<file path="src/rtl/ddr_port_arbiter.sv">
// rtl/ddr_port_arbiter.sv - round-robin arbiter sharing the DDR wrapper request port between NUM_PORTS masters
module ddr_port_arbiter #(
    parameter int NUM_PORTS     = 3,
    parameter int MAX_BUF_WIDTH = 6
) (
    input  logic                    wb_clk_i,
    input  logic                    wb_rst_i,
    input  logic [NUM_PORTS-1:0]    p_acc_i,
    input  logic [NUM_PORTS-1:0]    p_we_i,
    input  logic [32*NUM_PORTS-1:0] p_adr_i,
    input  logic [32*NUM_PORTS-1:0] p_dat_i,
    input  logic [4*NUM_PORTS-1:0]  p_sel_i,
    input  logic [4*NUM_PORTS-1:0]  p_buf_width_i,
    output logic [NUM_PORTS-1:0]    p_ack_o,
    output logic [31:0]             p_dat_o,
    output logic [NUM_PORTS-1:0]    grant_o,
    output logic                    acc_o,
    output logic                    we_o,
    output logic [31:0]             adr_o,
    output logic [31:0]             dat_o,
    output logic [3:0]              sel_o,
    output logic [3:0]              buf_width_o,
    input  logic                    ack_i,
    input  logic                    idle_i,
    input  logic [31:0]             dat_i
);

    localparam int IW = (NUM_PORTS > 1) ? $clog2(NUM_PORTS) : 1;

    typedef enum logic [1:0] {
        ARB   = 2'd0,
        BUSY  = 2'd1,
        DRAIN = 2'd2
    } state_t;

    state_t               state;
    state_t               state_nxt;
    logic [IW-1:0]        gidx;
    logic [IW-1:0]        last;
    logic [IW-1:0]        win;
    logic                 win_found;
    logic [IW:0]          sum;
    logic [NUM_PORTS-1:0] grant;
    logic                 we_lat;
    logic [3:0]           bw_lat;
    logic [3:0]           bw_in;
    logic [3:0]           bw_clamp;
    logic [7:0]           beat_cnt;
    logic [7:0]           target;
    logic                 done;
    logic                 busy;

    // Round-robin search: first requesting port strictly after the last winner, wrapping
    always_comb begin
        win       = last;
        win_found = 1'b0;
        sum       = '0;
        for (int off = 1; off <= NUM_PORTS; off++) begin
            sum = {1'b0, last} + (IW+1)'(off);
            if (sum >= (IW+1)'(NUM_PORTS)) begin
                sum = sum - (IW+1)'(NUM_PORTS);
            end
            if (!win_found && p_acc_i[sum[IW-1:0]]) begin
                win       = sum[IW-1:0];
                win_found = 1'b1;
            end
        end
    end

    // Burst exponent of the winner, clamped so the beat count fits the wrapper's size field
    always_comb begin
        bw_in    = p_buf_width_i[4*win +: 4];
        bw_clamp = (bw_in > 4'(MAX_BUF_WIDTH)) ? 4'(MAX_BUF_WIDTH) : bw_in;
        target   = we_lat ? 8'd1 : (8'd1 << bw_lat);
        done     = ack_i && ((beat_cnt + 8'd1) == target);
    end

    // State register plus grant bookkeeping and beat counter
    always_ff @(posedge wb_clk_i) begin
        if (wb_rst_i) begin
            state    <= ARB;
            grant    <= '0;
            gidx     <= '0;
            last     <= IW'(NUM_PORTS-1);
            we_lat   <= 1'b0;
            bw_lat   <= 4'd0;
            beat_cnt <= 8'd0;
        end else begin
            state <= state_nxt;
            if (state == ARB) begin
                if (idle_i && win_found) begin
                    grant    <= {{(NUM_PORTS-1){1'b0}}, 1'b1} << win;
                    gidx     <= win;
                    last     <= win;
                    we_lat   <= p_we_i[win];
                    bw_lat   <= bw_clamp;
                    beat_cnt <= 8'd0;
                end
            end else begin
                if (done) begin
                    grant    <= '0;
                    beat_cnt <= 8'd0;
                end else if (ack_i) begin
                    beat_cnt <= beat_cnt + 8'd1;
                end
            end
        end
    end

    // Next-state logic and the combinational mux toward the DDR wrapper
    always_comb begin
        state_nxt   = state;
        busy        = (state == BUSY) || (state == DRAIN);
        acc_o       = 1'b0;
        we_o        = 1'b0;
        adr_o       = 32'd0;
        dat_o       = 32'd0;
        sel_o       = 4'd0;
        buf_width_o = 4'd0;
        p_ack_o     = '0;
        case (state)
            ARB: begin
                if (idle_i && win_found) begin
                    state_nxt = BUSY;
                end
            end
            BUSY: begin
                if (done) begin
                    state_nxt = ARB;
                end else if (!p_acc_i[gidx]) begin
                    state_nxt = DRAIN;
                end
            end
            DRAIN: begin
                if (done) begin
                    state_nxt = ARB;
                end
            end
            default: state_nxt = ARB;
        endcase
        if (busy) begin
            acc_o       = 1'b1;
            we_o        = p_we_i[gidx];
            adr_o       = p_adr_i[32*gidx +: 32];
            dat_o       = p_dat_i[32*gidx +: 32];
            sel_o       = p_sel_i[4*gidx +: 4];
            buf_width_o = bw_lat;
        end
        // Acks reach the requester only while it still holds its request
        if (state == BUSY && ack_i) begin
            p_ack_o = grant;
        end
    end

    assign grant_o = grant;
    assign p_dat_o = dat_i;

endmodule

</file>
<file path="config.mk">
export PLATFORM = sky130hd
export DESIGN_NAME = ddr_port_arbiter
export DESIGN_NICKNAME = d
export VERILOG_FILES = /design/src/rtl/ddr_port_arbiter.sv
export SDC_FILE = /design/constraint.sdc
export NUM_CORES = 1
export LEC_CHECK = 0
export ABC_AREA = 1
export BUFFER_PORTS_ARGS = -buffer_cell sky130_fd_sc_hd__buf_2
export CORE_AREA = 10 10 136 138
export CTS_CLUSTER_SIZE = 8
export DETAILED_ROUTE_END_ITERATION = 10
export DIE_AREA = 0 0 146 148
export GPL_ROUTABILITY_DRIVEN = 1
export GPL_TIMING_DRIVEN = 0
export PLACE_DENSITY = 0.64
export REMOVE_ABC_BUFFERS = 1
export SETUP_SLACK_MARGIN = 0.5
export SYNTH_ARGS = -nofsm -noshare
export SYNTH_HDL_FRONTEND = slang
export SYNTH_SLANG_ARGS = --single-unit
</file>
<file path="constraint.sdc">
create_clock -name wb_clk_i -period 2.4 [get_ports wb_clk_i]
set_input_delay 0.24 -clock wb_clk_i [delete_from_list [all_inputs] [get_ports wb_clk_i]]
set_output_delay 0.24 -clock wb_clk_i [all_outputs]
set_load 0.05 [all_outputs]
</file>
After elaboration in Yosys (flattened, before gate mapping) --
Cells that the tools add are included.
Storage, ports and cells: logic and storage cells 92, output and inout bits 112, register bits after elaboration 22, bits of input ports 258
Cells by class: shift-type cells 6, order comparisons 9, equality and inequality tests 6, add/subtract/negate cells 7, reductions and logical operators 15, muxes and demuxes 42
Operators with widths (number):
- 96-bit by 8-bit variable part select with 32-bit output | 2
- 32-bit 2-to-1 mux | 2
- 8-bit 2-to-1 mux | 5
- 12-bit by 5-bit variable part select with 4-bit output | 2
- 2-bit 2-to-1 mux | 10
- 2-bit by 3-bit < comparator with 1-bit output, second input constant | 5
- 1-bit binary-select mux with 2-bit select | 6
- 3-bit 2-to-1 mux | 4
- 4-bit 2-to-1 mux | 3
- 1-bit 2-to-1 mux | 11
- 3-bit by 2-bit greater-or-equal comparator with 1-bit output, second input constant | 3
- 8-bit by 1-bit adder with 8-bit output, second input constant | 1
- 8-bit equality test | 1
- 1-bit by 4-bit << shifter with 8-bit output, first input constant | 1
- 2-bit by 2-bit adder with 3-bit output, second input constant | 2
- 2-bit case mux with 3 select lines | 1
- 2-bit AND reduction | 3
- 2-bit subtractor, second input constant | 3
- 1-bit logical AND | 5
- 4-bit by 3-bit greater-than comparator with 1-bit output, second input constant | 1
- 2-bit by 1-bit adder with 3-bit output, second input constant | 1
- 3-bit != test, second input constant | 1
- 3-bit AND reduction | 1
- 3-bit nonzero test | 1
- other kinds (9) | 10

Logic depth before layout (Yosys ltp) --
Gate-level depths: netlist (run 1).
depth in word-level cells 15, mapped depth 20, mapped depth without buffers 17

Worst setup path before layout (run 1) --
Ideal clock, no wire load.
path kind register to output, start point register state[0], end point output port adr_o[21], buffers on the path 2, required time 2160 ps, data arrival time 2480 ps, path slack -320 ps, stages on the path, launching flop included 7, cells stage by stage dfxtp_1 -> inv_1 -> ha_1 -> clkinv_1 -> clkbuf_1 -> clkbuf_1 -> a21oi_1
Between the ends: longest elaborated chain between the ends 3, elaborated cells between the ends (all ways) 4, those cells by class eq/ne: 2; mux: 1; reduce/logical: 1
Ends and longest elaborated chain:
- start, declared | RTL line 36 | state_t state;
- start signal, assigned | RTL line 89 | state <= state_nxt;
- 2-bit by 1-bit equality test with 1-bit output or 2-bit equality test (tied branches) | RTL line 113 | busy = (state == BUSY) || (state == DRAIN);
- 1-bit logical OR (*) | RTL line 113
- 32-bit 2-to-1 mux (*) | RTL line 141 | if (busy) begin
- end, declared | RTL line 19 | output logic [31:0] adr_o,
Mark *: on every way between the ends. The rest lies on a longest branch, timed or not.

==> results of run 1 <==
==> how the worst max path moves through the flow <==
stage	start	to	slack, ps	depth (start not counted)
finish	gidx[0]	bw_lat[1]	110	13
floorplan	gidx[1]	adr_o[0]	-2530	4
global placement	gidx[1]	dat_o[8]	-5550	5
global route	gidx[0]	bw_lat[1]	70	13
CTS	gidx[0]	bw_lat[0]	300	15
detailed placement	gidx[0]	beat_cnt[0]	-1860	13
==> through the flow <==
| step | hold WS, ps | util |
|---|---|---|
| final | 295 | 0.434 |
| after global routing | 333 | 0.434 |
| after CTS | 299 | 0.403 |
| after detailed placement | 481 | 0.329 |
| after global placement | 467 | 0.324 |
| after floorplan | 309 | - |
==> power by group through the flow <==
stage / combinational [W] / sequential [W] / clock [W]
detailed placement: 0.00557 / 0.000645 / 0
floorplan: 0.00405 / 0.000619 / 0
global placement: 0.00554 / 0.000673 / 0
global route: 0.00889 / 0.000531 / 0.000385
CTS: 0.00746 / 0.000514 / 0.000371
finish: 0.00840 / 0.000524 / 0.000369
==> what timing repair did <==
item,CTS,global route
pin swaps,28,34
setup buffers,38,9
gates cloned,12,4
resized for setup,152,115
setup endpoints to repair,90,95
==> cell usage in the layout (no fill, tap or decap), types with 7 or more instances in the layout <==
cell type	netlist	final
nand2_2	5	15
a21oi_2	1	29
dfxtp_1	21	16
buf_2	3	232
nand2_4	0	9
buf_12	0	7
nand3_1	28	20
nor2_4	2	7
inv_1	47	39
buf_4	34	75
inv_2	7	11
nand2_1	192	172
nand3_2	3	7
o21ai_0	81	71
buf_16	0	9
o21ai_1	2	9
a21oi_1	84	56
nor2_1	168	162
buf_6	0	40
==> per-layer routing <==
layer  global-route usage  routed length [um]
met1                0.257                9930
met2                0.422               13800
met3                0.118                4500
met4               0.0465                 784
met5                    0                  13
==> cell type report <==
type / instances / area [um2]
Inverter: 56 / 253
Sequential cell: 21 / 432
Timing Repair inverter: 3 / 33.8
Clock inverter: 1 / 7.51
Clock buffer: 3 / 75.1
Antenna cell: 4 / 10.0
Timing Repair Buffer: 367 / 2680
Tap cell: 216 / 270
Multi-Input combinational cell: 594 / 3060
Fill cell: 1631 / 8890
==> flip-flops by register name, summed over array words and instances, names as in the netlist <==
register	count
beat_cnt	8
bw_lat	4
grant_o	3
gidx	2
state	2
last	1
we_lat	1
==> logic make-up (layout without fill, tap and decap cells) <==
kind of cell               Yosys count  in the layout
and+or+nand+nor                    409            410
AOI/OAI and AO/OA                  176            176
buffers and inverters              128            430
adders and majority gates            8              8
DFF                                 21             21
other                                0              4
==> worst max-delay path: stages, from the launching register on <==
cell	delay, ps
dfxtp_4	460
inv_16	50
ha_4	300
inv_2	70
nand2_1	80
nand2_2	70
nand2_2	80
nand2_4	70
buf_6	130
o21ai_4	180
nor2_4	80
buf_6	130
o21ai_0	360
a21oi_2	90
==> reports/qor.yml, run 1 <==
cts_tree: "done"
syn_inst: 742
clock_skew_ps: 3.04
htree_levels: 1
start_kind: "register"
regToRegStartpoint: "gidx[0]"
final_max_slew_viol_count: 0
whs_path_depth: 3
dieArea_um2: 21600
placed_cell_area_um2: 5170
place_congestion: 0.916
finalPower_w: 0.00929
ant_nets: 0
start_util: 0.236
path_clk_slew_ps: 60
end_kind: "register"
critPathArrivalTime_ps: 2420
grt_max_degree: 40
nets: 1312
core_area_um2: 15700
synth_fa_ha_area_frac: 0.0270
placed_cells: 1194
powerDensity_nw_per_um2: 1360
place_ws_ps: -1860
syn_avg_cell_area_um2: 4.99
gr-usage-all-layers: 0.240
first_pass_iters: 5
die_w_um: 146
worstMarginPinSlew_ps: 428
outcome: "finished, final reports clean"
stdcell_count: 1265
grt_pass1_vias: 6055
ys.flop_type: "dfxtp_1"
ff2ff_setup_slack_ps: 110
clockRootBuffer: "clkbuf_16"
peakVddDrop_v: 0.000816
combPwrFrac: 0.904
pin_count: 370
synth.most_common_cell: "nand2_1"
cts_max_path_buffers: 2
netSwitchingFraction: 0.617
numPortBuffers: 305
crit_type: "reg -> reg"
insertion_delay_ps: 260
async_flop_share: 0
drive_above_1_share: 0.459
hp-class: "in -> reg"
antenna_found_initial: 7
grt_pass1_wl_mm: 39.6
synth_top_area_frac: 0.195
avgViaCountPerCell: 4.99
yosys-top-cells-area: "nand2_1 19%, nor2_1 17%, a21oi_1 11%, dfxtp_1 11%, o21ai_0 11%"
maxCapViolCount: 0
hold_start: "p_buf_width_i[10]"
grt_overflow_total: 0
synth_simple_gate_area_frac: 0.448
netlist_area_um2: 3700
clockPowerShare: 0.040
fin_crit_sh: 0.956
synth_edf_count: 0
postCtsHoldBufs: 0
max_slew_margin: 0.712
synth_warnings: 0
yosysSeqAreaShare: 0.114
pwr-share-seq: 0.056
hold_viol_final: 0
ys_types: 30
required_ps: 2530
ff2ff_path_depth: 13
syn_to_final_growth_pct: 84.3
num_rows: 46
fin_area_um2: 6820
drtIter0Drc: 468
r2r_end: "bw_lat[1]"
rsz0062_at_grt: "yes"
hold_end: "bw_lat[2]"
avgRoutedWirePerCell_um: 23.0
post-route-min-period_ps: 2290
synth_common_cells: "192 x nand2_1, 168 x nor2_1, 84 x a21oi_1"
setup_viol: 0
yosysTopAreaCell: "nand2_1"
hpwl_mm: 19.6
power.switching_w: 0.00573
p_leak_nw: 3.39
drt_wl_total_mm: 29.0
synth_compound_area_frac: 0.246
synth-xor-area-share: 0
internal-power_w: 0.00356
synth_top_family_by_area: "simple AND/OR/NAND/NOR gates"
cts_sinks: 21
timing.fmax_mhz: 436
tns_ps: 0
vias: 6315
ys_ff_latch: 21
fp.dieH_um: 148
drc: 0
muxShareOfSynthArea: 0
tritoncts.num_buffers: 3
final.setup.worst_slack_ps: 105
cp_max_fo: 6
No activity file was read; power rests on OpenSTA's default activity.
==> inputs of run 2 (changes only) <==
RECOVER_POWER = 25   (was unset)
==> run 2 against run 1 <==
  * Maximum frequency fell by 0.31%
  * Setup slack got worse by 7.2 ps
  * Largest cell class unchanged
  * Routed wire length barely moved
  * Design area barely moved
  * Clock skew barely moved
  * Hold slack barely moved
  * Non-clock buffer count did not move
  * Cell count did not move
  * Power barely moved
  * Combinational power barely moved
  * Register-to-register slack barely moved
  * Die area did not move
==> reports/qor.yml, run 2 (synthesized netlist as in run 1, its figures left out) <==
final_common_cell: "buf_2"
outcome: "finished, final reports clean"
final_util: 0.434  # about the same
pwr-share-seq: 0.056  # about the same
netSwitchingFraction: 0.617  # about the same
combPwrFrac: 0.904  # about the same
cp_max_fo: 6  # unchanged
path_clk_slew_ps: 60  # about the same
place_congestion: 0.916  # unchanged
core_area_um2: 15700  # unchanged
layout_common_cells: "231 x buf_2, 172 x nand2_1, 162 x nor2_1"
largest_reg_flops: 8  # unchanged
cts_max_path_buffers: 2  # unchanged
num_rows: 46  # unchanged
finalPower_w: 0.00929  # about the same
hp-class: "in -> reg"
placed_cells: 1194  # unchanged
cts_tree: "done"
grt_pass1_wl_mm: 39.6  # unchanged
worstMarginPinSlew_ps: 597  # +169 ps
place_ws_ps: -1860  # unchanged
nets: 1312  # unchanged
cts_sinks: 21  # unchanged
seq_area_um2: 432  # unchanged
slowest_delay_ps: 460  # about the same
peakVddDrop_v: 0.000816  # unchanged
fp.dieH_um: 148  # unchanged
ant_nets: 0  # unchanged
crit_slowest_cell: "dfxtp_4"
p_leak_nw: 3.39  # -0.12%
antenna_found_initial: 7  # unchanged
hpwl_mm: 19.6  # unchanged
drive_above_1_share: 0.458  # -0.000957
stdcell_count: 1265  # unchanged
avgViaCountPerCell: 4.99  # about the same
clockRootBuffer: "clkbuf_16"
vias: 6312  # -0.048%
pin_count: 370  # unchanged
tritoncts.num_buffers: 3  # unchanged
start_kind: "register"
grt_max_degree: 40  # unchanged
insertion_delay_ps: 260  # about the same
clockPowerShare: 0.040  # about the same
path_cells: "inv_16 -> ha_4 -> inv_2 -> nand2_1 -> nand2_2 -> nand2_2 -> nand2_4 -> buf_6 -> o21ai_4 -> nor2_4 -> buf_6 -> o21ai_0 -> a21oi_2"
tns_ps: 0  # unchanged
die_w_um: 146  # unchanged
drtIter0Drc: 468  # unchanged
timing.fmax_mhz: 434  # -0.31%
final_max_slew_viol_count: 0  # unchanged
fin_crit_sh: 0.959  # +0.00300
power.switching_w: 0.00573  # about the same
fillers: 1629  # -0.12%
first_pass_iters: 6  # +1
avgRoutedWirePerCell_um: 23.0  # about the same
end_kind: "register"
max_slew_margin: 0.604  # -0.108
setup_viol: 0  # unchanged
maxCapViolCount: 0  # unchanged
grt_overflow_total: 0  # unchanged
clock_skew_ps: 3.42  # +0.376 ps
internal-power_w: 0.00356  # about the same
post-route-min-period_ps: 2300  # +7.20 ps
crit_type: "reg -> reg"
hold_viol_final: 0  # unchanged
syn_to_final_growth_pct: 84.3  # about the same
powerDensity_nw_per_um2: 1360  # about the same
htree_levels: 1  # unchanged
numPortBuffers: 305  # unchanged
grt_pass1_vias: 6055  # unchanged
critPathArrivalTime_ps: 2430  # about the same
multi_input_area_um2: 3060  # unchanged
path_delay_family: "compound AO/OA/AOI/OAI gates"
dieArea_um2: 21600  # unchanged
drt_wl_total_mm: 29.1  # about the same
start_util: 0.236  # unchanged
final.setup.worst_slack_ps: 97.8  # -7.20 ps
gr-usage-all-layers: 0.240  # unchanged
drc: 0  # unchanged
required_ps: 2530  # about the same
top_register: "beat_cnt"
rsz0062_at_grt: "yes"
path_buf_inv: 4  # unchanged
## run 2: stage by stage
| stage | cell area [um2] | hold slack, ps |
|---|---|---|
| final | 6820 | 294 |
| after global routing | 6810 | 333 |
| after CTS | 6320 | 299 |
| after detailed placement | 5170 | 481 |
| after global placement | 5100 | 467 |
| after floorplan | 3300 | 309 |
## run 2: path summary, 6_finish.rpt
path	start	end	slack (ps)	cells after the start
setup / recovery	gidx[0]	bw_lat[1]	100	13
hold / removal	p_buf_width_i[10]	bw_lat[2]	290	3
setup reg to reg	gidx[0]	bw_lat[1]	100	13
hold reg to reg	beat_cnt[7]	beat_cnt[7]	490	2
## run 2: layout make-up
type / instances / share of cell area
antenna: 4 / 0.00147
clock inverter: 1 / 0.00110
clock buffer: 3 / 0.0110
sequential: 21 / 0.0633
tap: 216 / 0.0396
multi-input combinational: 594 / 0.449
timing repair buffer: 367 / 0.392
timing repair inverter: 3 / 0.00495
inverter: 56 / 0.0371
## run 2: routing by layer
metal  wire (um)  share of wire  track usage  vias to the layer above
met5          13        0.00045            0                        -
met4         788          0.027       0.0465                        2
met3        4440           0.15        0.118                       58
met2       13800           0.48        0.422                      446
met1       10000           0.34        0.257                     2851
li1            -              -            -                     2955
## run 2: power groups by stage
| stage | logic [W] | registers (W) | clock network [W] |
|---|---|---|---|
| after CTS | 0.00746 | 0.000514 | 0.000371 |
| after global placement | 0.00554 | 0.000673 | 0 |
| final | 0.00839 | 0.000524 | 0.000370 |
| after floorplan | 0.00405 | 0.000619 | 0 |
| after detailed placement | 0.00557 | 0.000645 | 0 |
| after global routing | 0.00889 | 0.000531 | 0.000385 |
## run 2: timing repair
| item | in CTS | in global routing |
|---|---|---|
| gates cloned | 12 | 4 |
| pin swaps | 28 | 34 |
| endpoints found under the setup margin | 90 | 95 |
| gates resized for setup | 152 | 115 |
| buffers inserted | 38 | 9 |
| hold buffers | 0 | 0 |
## run 2: worst register-to-register path: cells and delay by family, from the launching register on
family / cells / cell delay (ps)
flops: 1 / 460
compound gates: 3 / 650
simple gates: 5 / 380
fa+ha+maj: 1 / 300
buf+inv: 4 / 400
